[src/rtl/pic_pkg.sv]
// rtl/pic_pkg.sv - shared command codes, state encodings and frame buffer type for the PIC link
package pic_pkg;

    localparam int MAX_FRAME_BYTES = 9;

    localparam logic [7:0] PIC_CMD_VERSION = 8'd1;
    localparam logic [7:0] PIC_CMD_LOGO    = 8'd2;
    localparam logic [7:0] PIC_CMD_IP      = 8'd3;
    localparam logic [7:0] PIC_CMD_BOOT    = 8'd4;
    localparam logic [7:0] PIC_CMD_PTT_ON  = 8'd5;
    localparam logic [7:0] PIC_CMD_PTT_OFF = 8'd6;

    typedef enum logic [1:0] {
        BOOT_WAIT,
        BOOT_VER_WAIT,
        BOOT_HOLD,
        BOOT_RUN
    } boot_state_t;

    typedef enum logic [1:0] {
        SCH_IDLE,
        SCH_FRAME,
        SCH_GAP
    } sched_state_t;

    typedef enum logic [2:0] {
        TX_IDLE,
        TX_START,
        TX_LOAD,
        TX_DATA,
        TX_LOW,
        TX_HIGH,
        TX_END
    } tx_state_t;

    // Byte 0 is the command code and goes out first.
    typedef logic [MAX_FRAME_BYTES-1:0][7:0] frame_buf_t;

endpackage

[src/rtl/pic_frame_tx.sv]
// rtl/pic_frame_tx.sv - serialises one framed, MSB-first transfer onto DATA/CLOCK/EN
module pic_frame_tx
    import pic_pkg::*;
(
    input  logic       clock,
    input  logic       reset_n,
    input  logic       start,
    input  logic [3:0] nbytes,
    input  frame_buf_t buffer,
    output logic       pic_data,
    output logic       pic_clock,
    output logic       pic_en,
    output logic       done
);

    tx_state_t  state;
    tx_state_t  state_next;
    frame_buf_t frame;
    logic [3:0] nbytes_q;
    logic [3:0] byte_idx;
    logic [2:0] bit_idx;
    logic [7:0] shreg;
    logic       last_bit;
    logic       last_byte;

    assign last_bit  = (bit_idx == 3'd0);
    assign last_byte = (byte_idx == nbytes_q - 4'd1);

    always_ff @(posedge clock) begin
        if (!reset_n) begin
            state    <= TX_IDLE;
            frame    <= '0;
            nbytes_q <= '0;
            byte_idx <= '0;
            bit_idx  <= '0;
            shreg    <= '0;
        end else begin
            state <= state_next;
            case (state)
                TX_IDLE: begin
                    if (start) begin
                        frame    <= buffer;
                        nbytes_q <= nbytes;
                    end
                end
                TX_START: byte_idx <= '0;
                TX_LOAD: begin
                    shreg   <= frame[byte_idx];
                    bit_idx <= 3'd7;
                end
                TX_HIGH: begin
                    shreg   <= {shreg[6:0], 1'b0};
                    bit_idx <= bit_idx - 3'd1;
                    if (last_bit) begin
                        byte_idx <= byte_idx + 4'd1;
                    end
                end
                default: ;
            endcase
        end
    end

    // Lines decode straight from the state register, so a reset releases them on the next edge.
    always_comb begin
        state_next = state;
        pic_data   = 1'b1;
        pic_clock  = 1'b1;
        pic_en     = 1'b1;
        done       = 1'b0;
        case (state)
            TX_IDLE: begin
                if (start) begin
                    state_next = TX_START;
                end
            end
            TX_START: begin
                pic_en     = 1'b0;
                state_next = TX_LOAD;
            end
            TX_LOAD: begin
                pic_en     = 1'b0;
                state_next = TX_DATA;
            end
            TX_DATA: begin
                pic_en     = 1'b0;
                pic_data   = shreg[7];
                state_next = TX_LOW;
            end
            TX_LOW: begin
                pic_en     = 1'b0;
                pic_data   = shreg[7];
                pic_clock  = 1'b0;
                state_next = TX_HIGH;
            end
            TX_HIGH: begin
                pic_en   = 1'b0;
                pic_data = shreg[7];
                if (!last_bit) begin
                    state_next = TX_DATA;
                end else if (last_byte) begin
                    state_next = TX_END;
                end else begin
                    state_next = TX_LOAD;
                end
            end
            TX_END: begin
                done       = 1'b1;
                state_next = TX_IDLE;
            end
            default: state_next = TX_IDLE;
        endcase
    end

endmodule

[src/rtl/pic_cmd_scheduler.sv]
// rtl/pic_cmd_scheduler.sv - arbitrates front-panel PIC commands and paces frames on the slow clock
module pic_cmd_scheduler
    import pic_pkg::*;
#(
    parameter logic [63:0] FW_VERSION = 64'h0000_6e6f_2076_6572,
    parameter int unsigned BOOT_DELAY = 4000,
    parameter int unsigned LOGO_DELAY = 240000,
    parameter int unsigned GAP_CYCLES = 16
) (
    input  logic        clock,
    input  logic        reset_n,
    input  logic        ptt,
    input  logic [31:0] ip_addr,
    input  logic        ip_valid,
    input  logic        boot_req,
    output logic        pic_data,
    output logic        pic_clock,
    output logic        pic_en,
    output logic        busy,
    output logic        cmd_done,
    output logic [7:0]  last_cmd
);

    logic         ptt_meta;
    logic         ptt_sync;
    logic         ptt_sent;
    logic         ptt_req;
    logic         ver_pend;
    logic         logo_pend;
    logic         ip_pend;
    logic         boot_pend;
    logic [31:0]  ip_shadow;
    logic [31:0]  boot_cnt;
    logic [31:0]  gap_cnt;
    boot_state_t  boot_state;
    boot_state_t  boot_next;
    sched_state_t sched_state;
    sched_state_t sched_next;
    logic         ver_set;
    logic         logo_set;
    logic         grant_ptt;
    logic         grant_boot;
    logic         grant_ip;
    logic         grant_ver;
    logic         grant_logo;
    logic         tx_start;
    logic         tx_done;
    logic [3:0]   tx_nbytes;
    frame_buf_t   tx_buf;
    logic [7:0]   grant_cmd;
    logic [7:0]   cur_cmd;
    logic [7:0]   last_cmd_q;

    always_ff @(posedge clock) begin
        if (!reset_n) begin
            ptt_meta <= 1'b0;
            ptt_sync <= 1'b0;
        end else begin
            ptt_meta <= ptt;
            ptt_sync <= ptt_meta;
        end
    end

    // PTT is held off until the panel has shown the firmware version.
    assign ptt_req = (ptt_sync != ptt_sent) &&
                     ((boot_state == BOOT_HOLD) || (boot_state == BOOT_RUN));

    always_comb begin
        boot_next = boot_state;
        ver_set   = 1'b0;
        logo_set  = 1'b0;
        case (boot_state)
            BOOT_WAIT: begin
                if (boot_cnt == BOOT_DELAY - 1) begin
                    ver_set   = 1'b1;
                    boot_next = BOOT_VER_WAIT;
                end
            end
            BOOT_VER_WAIT: begin
                if (tx_done && (cur_cmd == PIC_CMD_VERSION)) begin
                    boot_next = BOOT_HOLD;
                end
            end
            BOOT_HOLD: begin
                if (boot_cnt == LOGO_DELAY - 1) begin
                    logo_set  = 1'b1;
                    boot_next = BOOT_RUN;
                end
            end
            default: ;
        endcase
    end

    always_ff @(posedge clock) begin
        if (!reset_n) begin
            boot_state <= BOOT_WAIT;
            boot_cnt   <= '0;
        end else begin
            boot_state <= boot_next;
            if (boot_next != boot_state) begin
                boot_cnt <= '0;
            end else if ((boot_state == BOOT_WAIT) || (boot_state == BOOT_HOLD)) begin
                boot_cnt <= boot_cnt + 32'd1;
            end
        end
    end

    always_comb begin
        sched_next = sched_state;
        grant_ptt  = 1'b0;
        grant_boot = 1'b0;
        grant_ip   = 1'b0;
        grant_ver  = 1'b0;
        grant_logo = 1'b0;
        grant_cmd  = 8'd0;
        tx_nbytes  = 4'd0;
        tx_buf     = '0;
        case (sched_state)
            SCH_IDLE: begin
                if (ptt_req) begin
                    grant_ptt = 1'b1;
                    grant_cmd = ptt_sync ? PIC_CMD_PTT_ON : PIC_CMD_PTT_OFF;
                    tx_nbytes = 4'd1;
                end else if (boot_pend) begin
                    grant_boot = 1'b1;
                    grant_cmd  = PIC_CMD_BOOT;
                    tx_nbytes  = 4'd1;
                end else if (ip_pend) begin
                    grant_ip  = 1'b1;
                    grant_cmd = PIC_CMD_IP;
                    tx_nbytes = 4'd5;
                    tx_buf[1] = ip_shadow[31:24];
                    tx_buf[2] = ip_shadow[23:16];
                    tx_buf[3] = ip_shadow[15:8];
                    tx_buf[4] = ip_shadow[7:0];
                end else if (ver_pend) begin
                    grant_ver = 1'b1;
                    grant_cmd = PIC_CMD_VERSION;
                    tx_nbytes = 4'd9;
                    for (int i = 0; i < 8; i++) begin
                        tx_buf[i+1] = FW_VERSION[63-8*i -: 8];
                    end
                end else if (logo_pend) begin
                    grant_logo = 1'b1;
                    grant_cmd  = PIC_CMD_LOGO;
                    tx_nbytes  = 4'd1;
                end
                tx_buf[0] = grant_cmd;
                if (grant_ptt || grant_boot || grant_ip || grant_ver || grant_logo) begin
                    sched_next = SCH_FRAME;
                end
            end
            SCH_FRAME: begin
                if (tx_done) begin
                    sched_next = SCH_GAP;
                end
            end
            SCH_GAP: begin
                if (gap_cnt == GAP_CYCLES - 1) begin
                    sched_next = SCH_IDLE;
                end
            end
            default: sched_next = SCH_IDLE;
        endcase
    end

    assign tx_start = grant_ptt | grant_boot | grant_ip | grant_ver | grant_logo;

    // Set terms follow the clear terms so a request landing on its grant cycle is kept.
    always_ff @(posedge clock) begin
        if (!reset_n) begin
            sched_state <= SCH_IDLE;
            gap_cnt     <= '0;
            cur_cmd     <= '0;
            last_cmd_q  <= '0;
            ptt_sent    <= 1'b0;
            ver_pend    <= 1'b0;
            logo_pend   <= 1'b0;
            boot_pend   <= 1'b0;
            ip_pend     <= 1'b0;
            ip_shadow   <= '0;
        end else begin
            sched_state <= sched_next;
            gap_cnt     <= (sched_state == SCH_GAP) ? gap_cnt + 32'd1 : 32'd0;
            if (tx_start) begin
                cur_cmd <= grant_cmd;
            end
            if (tx_done) begin
                last_cmd_q <= cur_cmd;
            end
            if (grant_ptt) begin
                ptt_sent <= ptt_sync;
            end
            if (grant_ver)  ver_pend  <= 1'b0;
            if (ver_set)    ver_pend  <= 1'b1;
            if (grant_logo) logo_pend <= 1'b0;
            if (logo_set)   logo_pend <= 1'b1;
            if (grant_boot) boot_pend <= 1'b0;
            if (boot_req)   boot_pend <= 1'b1;
            if (grant_ip)   ip_pend   <= 1'b0;
            if (ip_valid) begin
                ip_pend   <= 1'b1;
                ip_shadow <= ip_addr;
            end
        end
    end

    pic_frame_tx u_frame_tx (
        .clock     (clock),
        .reset_n   (reset_n),
        .start     (tx_start),
        .nbytes    (tx_nbytes),
        .buffer    (tx_buf),
        .pic_data  (pic_data),
        .pic_clock (pic_clock),
        .pic_en    (pic_en),
        .done      (tx_done)
    );

    assign busy     = (sched_state != SCH_IDLE);
    assign cmd_done = tx_done;
    assign last_cmd = tx_done ? cur_cmd : last_cmd_q;

endmodule

[config.mk]
export PLATFORM = sky130hd
export DESIGN_NAME = pic_cmd_scheduler
export DESIGN_NICKNAME = d
export VERILOG_FILES = /design/src/rtl/pic_pkg.sv /design/src/rtl/pic_frame_tx.sv /design/src/rtl/pic_cmd_scheduler.sv
export SDC_FILE = /design/constraint.sdc
export NUM_CORES = 1
export LEC_CHECK = 0
export BUFFER_PORTS_ARGS = -buffer_cell sky130_fd_sc_hd__buf_4
export CAP_MARGIN = 10
export CORE_MARGIN = 4
export CORE_UTILIZATION = 59
export CTS_BUF_LIST = sky130_fd_sc_hd__clkbuf_8
export CTS_CLUSTER_SIZE = 20
export DETAILED_ROUTE_END_ITERATION = 8
export PLACE_DENSITY = 0.75
export SLEW_MARGIN = 30
export SYNTH_ARGS = -nofsm -noshare
export SYNTH_HDL_FRONTEND = slang
export SYNTH_SLANG_ARGS = --single-unit
[constraint.sdc]
create_clock -name clock -period 2.9 [get_ports clock]
set_input_delay 0.58 -clock clock [delete_from_list [all_inputs] [get_ports clock]]
set_output_delay 0.58 -clock clock [all_outputs]
set_load 0.05 [all_outputs]
==> impl_metrics.py <==
metrics = {
    "synth": {
        "synthAdderAreaFrac_pct": 1.00,
        "yosys_warnings": 0,
        "synth-simple-area-share_pct": 23.5,
        "synth-compound-area-share_pct": 11.5,
        "synth_edf_count": 0,
        "synth_flop_cell": "dfxtp_1",
        "synthesis.area_um2": 7480,
        "ys_ff_latch": 174,
        "ys_types": 62,
        "ys_seq_area_share_pct": 46.6,
        "avgSynthCellArea_um2": 9.20,
        "ys_async_sr_fraction_pct": 0,
        "syn_inst": 813,
        "synth_top_family_by_area": "simple AND/OR/NAND/NOR gates",
        "synthMuxAreaShare_pct": 6.93,
        "synth_fp_nets": 856,
        "synth_xor_area_share_pct": 6.91,
    },
    "clock_tree": {
        "root_buffer": "clkbuf_8",
        "clock_sinks": 174,
        "cts-hold-fix-buffers": 0,
        "cts.reportedPaths.clkPinSlew_ps": 80,
        "postCtsSetupBuffers": 0,
        "cts_tree": "built",
        "post_cts_resize_count": 0,
        "clk_latency_ps": 470,
        "htreeDepth": 4,
        "numCtsBuffers": 17,
        "cts_max_path_buffers": 2,
    },
    "route": {
        "drc": 0,
        "drt_wl_total_um": 16000,
        "via_per_inst": 5.83,
        "route.antenna.remaining_nets": 0,
        "drtIter0Drc": 537,
        "dr.pass1.iters": 5,
        "route.detailed.wl_per_inst_um": 15.6,
        "wl_met1_um": 7190,
        "route.met3.wl_um": 809,
        "routed.top_layer": "met4",
        "vias": 5977,
        "route.met2.wl_um": 7710,
    },
    "cells_and_area": {
        "final_common_cell": "dfxtp_1",
        "fill_cells": 1040,
        "syn_to_final_growth_pct": 11.0,
        "final_area_um2": 8300,
        "multi_input_area_um2": 3730,
        "regArea_um2": 3480,
        "layout-drive-gt1-share_pct": 13.2,
        "final_nets": 887,
        "diodes": 0,
        "final_cell_mix": "dfxtp_1 (174), nor2_1 (138), buf_4 (57)",
        "postLayoutCoreUtil_pct": 68.0,
    },
    "sta": {
        "worst_pin_slew_ps": 906,
        "finalSetupViolations": 0,
        "timing.final.crit_period_ps": 2460,
        "skew_ps": 14.8,
        "tns_ps": 0,
        "max_clock_freq_mhz": 406,
        "min_period_over_period_pct": 85.0,
        "rsz0062_at_grt": "false",
        "drv_slew": 0,
        "holdWs_ps": 333,
        "slew_headroom_pct": 39.1,
        "hold_viol": 0,
    },
    "worst_setup_path": {
        "critPathRequiredTime_ps": 2320,
        "reg2reg_to": "boot_cnt[27]$_SDFFE_PP0P_",
        "path_class": "reg2out",
        "path_cells": "nand3b_1 -> buf_4 -> mux2_2 -> buf_4",
        "cp.arrival_ps": 1880,
        "slowest_delay_ps": 490,
        "timing.rr.start": "boot_cnt[0]$_SDFFE_PP0P_",
        "cp_common_cell": "buf_4",
        "crit_path_top_delay_cell": "dfxtp_1",
        "critPathLaunchType": "flop",
        "rrSetupSlack_ps": 510,
        "cp-end-kind": "output pin",
        "cp_max_fo": 18,
        "reg2reg_depth": 7,
    },
    "die": {
        "io_pins": 50,
        "fp.coreArea_um2": 12200,
        "chipWidth_um": 121,
        "rows": 40,
        "start_util_pct": 61.2,
        "die_area_um2": 14500,
        "die_height_um": 121,
    },
    "placed_design": {
        "place.gp.congestion": 0.898,
        "port_buffers": 49,
        "placed_area_um2": 7930,
        "dp_hpwl_um": 11200,
    },
    "hold_path": {
        "hold_class": "in2reg",
        "whs_endpoint": "ptt_meta$_SDFF_PN0_",
        "worstHoldStart": "ptt",
        "hold_path_depth": 2,
    },
    "power_and_ir_drop": {
        "ir_worst_vdd_v": 0.000596,
        "p_total_w": 0.00456,
        "power_leakage_nw": 3.19,
        "cellPowerDensity_nw_per_um2": 550,
    },
    "grt": {
        "grt_max_degree": 34,
        "overflow": 0,
        "antenna_found_initial": 0,
        "grt_pass1_wl_um": 26900,
        "grt.total_usage_pct": 22.6,
        "grt_pass1_vias": 5612,
    },
    "status": {
        "status": "completed",
    },
    "job": {
        "cap_violations": 0,
    },
}
## layout make-up
| type | count | area share, % |
|---|---|---|
| well taps | 168 | 2.53 |
| multi-input cells | 576 | 45.0 |
| repair buffers | 58 | 5.34 |
| clock buffers | 18 | 2.98 |
| inverters | 17 | 0.769 |
| clock inverters | 14 | 1.46 |
| flip-flops and latches | 174 | 42.0 |
## power by group
part,total (W),internal [W],switching (W)
clock network,0.00157,0.000697,0.000869
registers,0.00254,0.00247,0.0000684
logic,0.000456,0.000177,0.000279
## cells by family after synthesis
kind of cell	count (synthesis)
mux	47
fa+ha+maj	6
simple gates	342
flops	174
compound gates	122
xor+xnor	59
buf+inv	63
## registers in the layout, indices dropped and copies added (netlist names)
signal               cells
boot_cnt                32
boot_pend                1
boot_state               2
cur_cmd                  3
gap_cnt                 32
ip_pend                  1
ip_shadow               32
last_cmd_q               8
logo_pend                1
ptt_meta                 1
ptt_sent                 1
ptt_sync                 1
sched_state              2
u_frame_tx.bit_idx       3
u_frame_tx.byte_idx      4
u_frame_tx.frame        36
u_frame_tx.nbytes_q      2
u_frame_tx.shreg         8
u_frame_tx.state         3
ver_pend                 1
## cells in the mapped netlist (16+ instances only)
cell type / instances / area share, %
a22o_1: 21 / 2.5
o21ai_0: 21 / 1.4
dfxtp_1: 174 / 47
nand4_1: 24 / 2.0
inv_1: 16 / 0.80
mux2i_1: 36 / 4.8
a21oi_1: 30 / 2.0
xnor2_1: 19 / 2.2
nand3_1: 36 / 2.4
nor2_1: 139 / 7.0
xor2_1: 40 / 4.7
clkbuf_1: 28 / 1.4
nand2_1: 37 / 1.9
## worst max-delay path, delay by kind of cell, from the launching register on
| family | cells | cell delay [ps] |
|---|---|---|
| AND/OR/NAND/NOR | 1 | 160 |
| flip-flops | 1 | 490 |
| multiplexers | 1 | 370 |
| buffers and inverters | 2 | 400 |
## worst max-delay path by stage
stage	depth (start not counted)	start	endpoint
2_1_floorplan	4	u_frame_tx.state[2]$_SDFFE_PN0P_	pic_data
3_3_place_gp	5	boot_cnt[13]$_SDFFE_PP0P_	boot_cnt[25]$_SDFFE_PP0P_
3_5_place_dp	7	boot_cnt[0]$_SDFFE_PP0P_	boot_cnt[27]$_SDFFE_PP0P_
4_1_cts	4	u_frame_tx.state[0]$_SDFFE_PN0P_	last_cmd[0]
5_1_grt	4	u_frame_tx.state[0]$_SDFFE_PN0P_	last_cmd[0]
6_report	4	u_frame_tx.state[0]$_SDFFE_PN0P_	last_cmd[0]
## routing by layer
layer | GRT usage, % | vias up
met5 | 0 | -
met4 | 7.93 | 0
met3 | 5.75 | 26
met2 | 36.5 | 168
met1 | 29.6 | 2829
li1 | - | 2954
## through the flow
step | std cells | setup WS, ps
after floorplan | 813 | 793
after global placement | 992 | 432
after detailed placement | 993 | 553
after CTS | 1025 | 391
after global routing | 1025 | 289
final | 1025 | 435
Note: power is estimated with default switching activity, not from simulation.
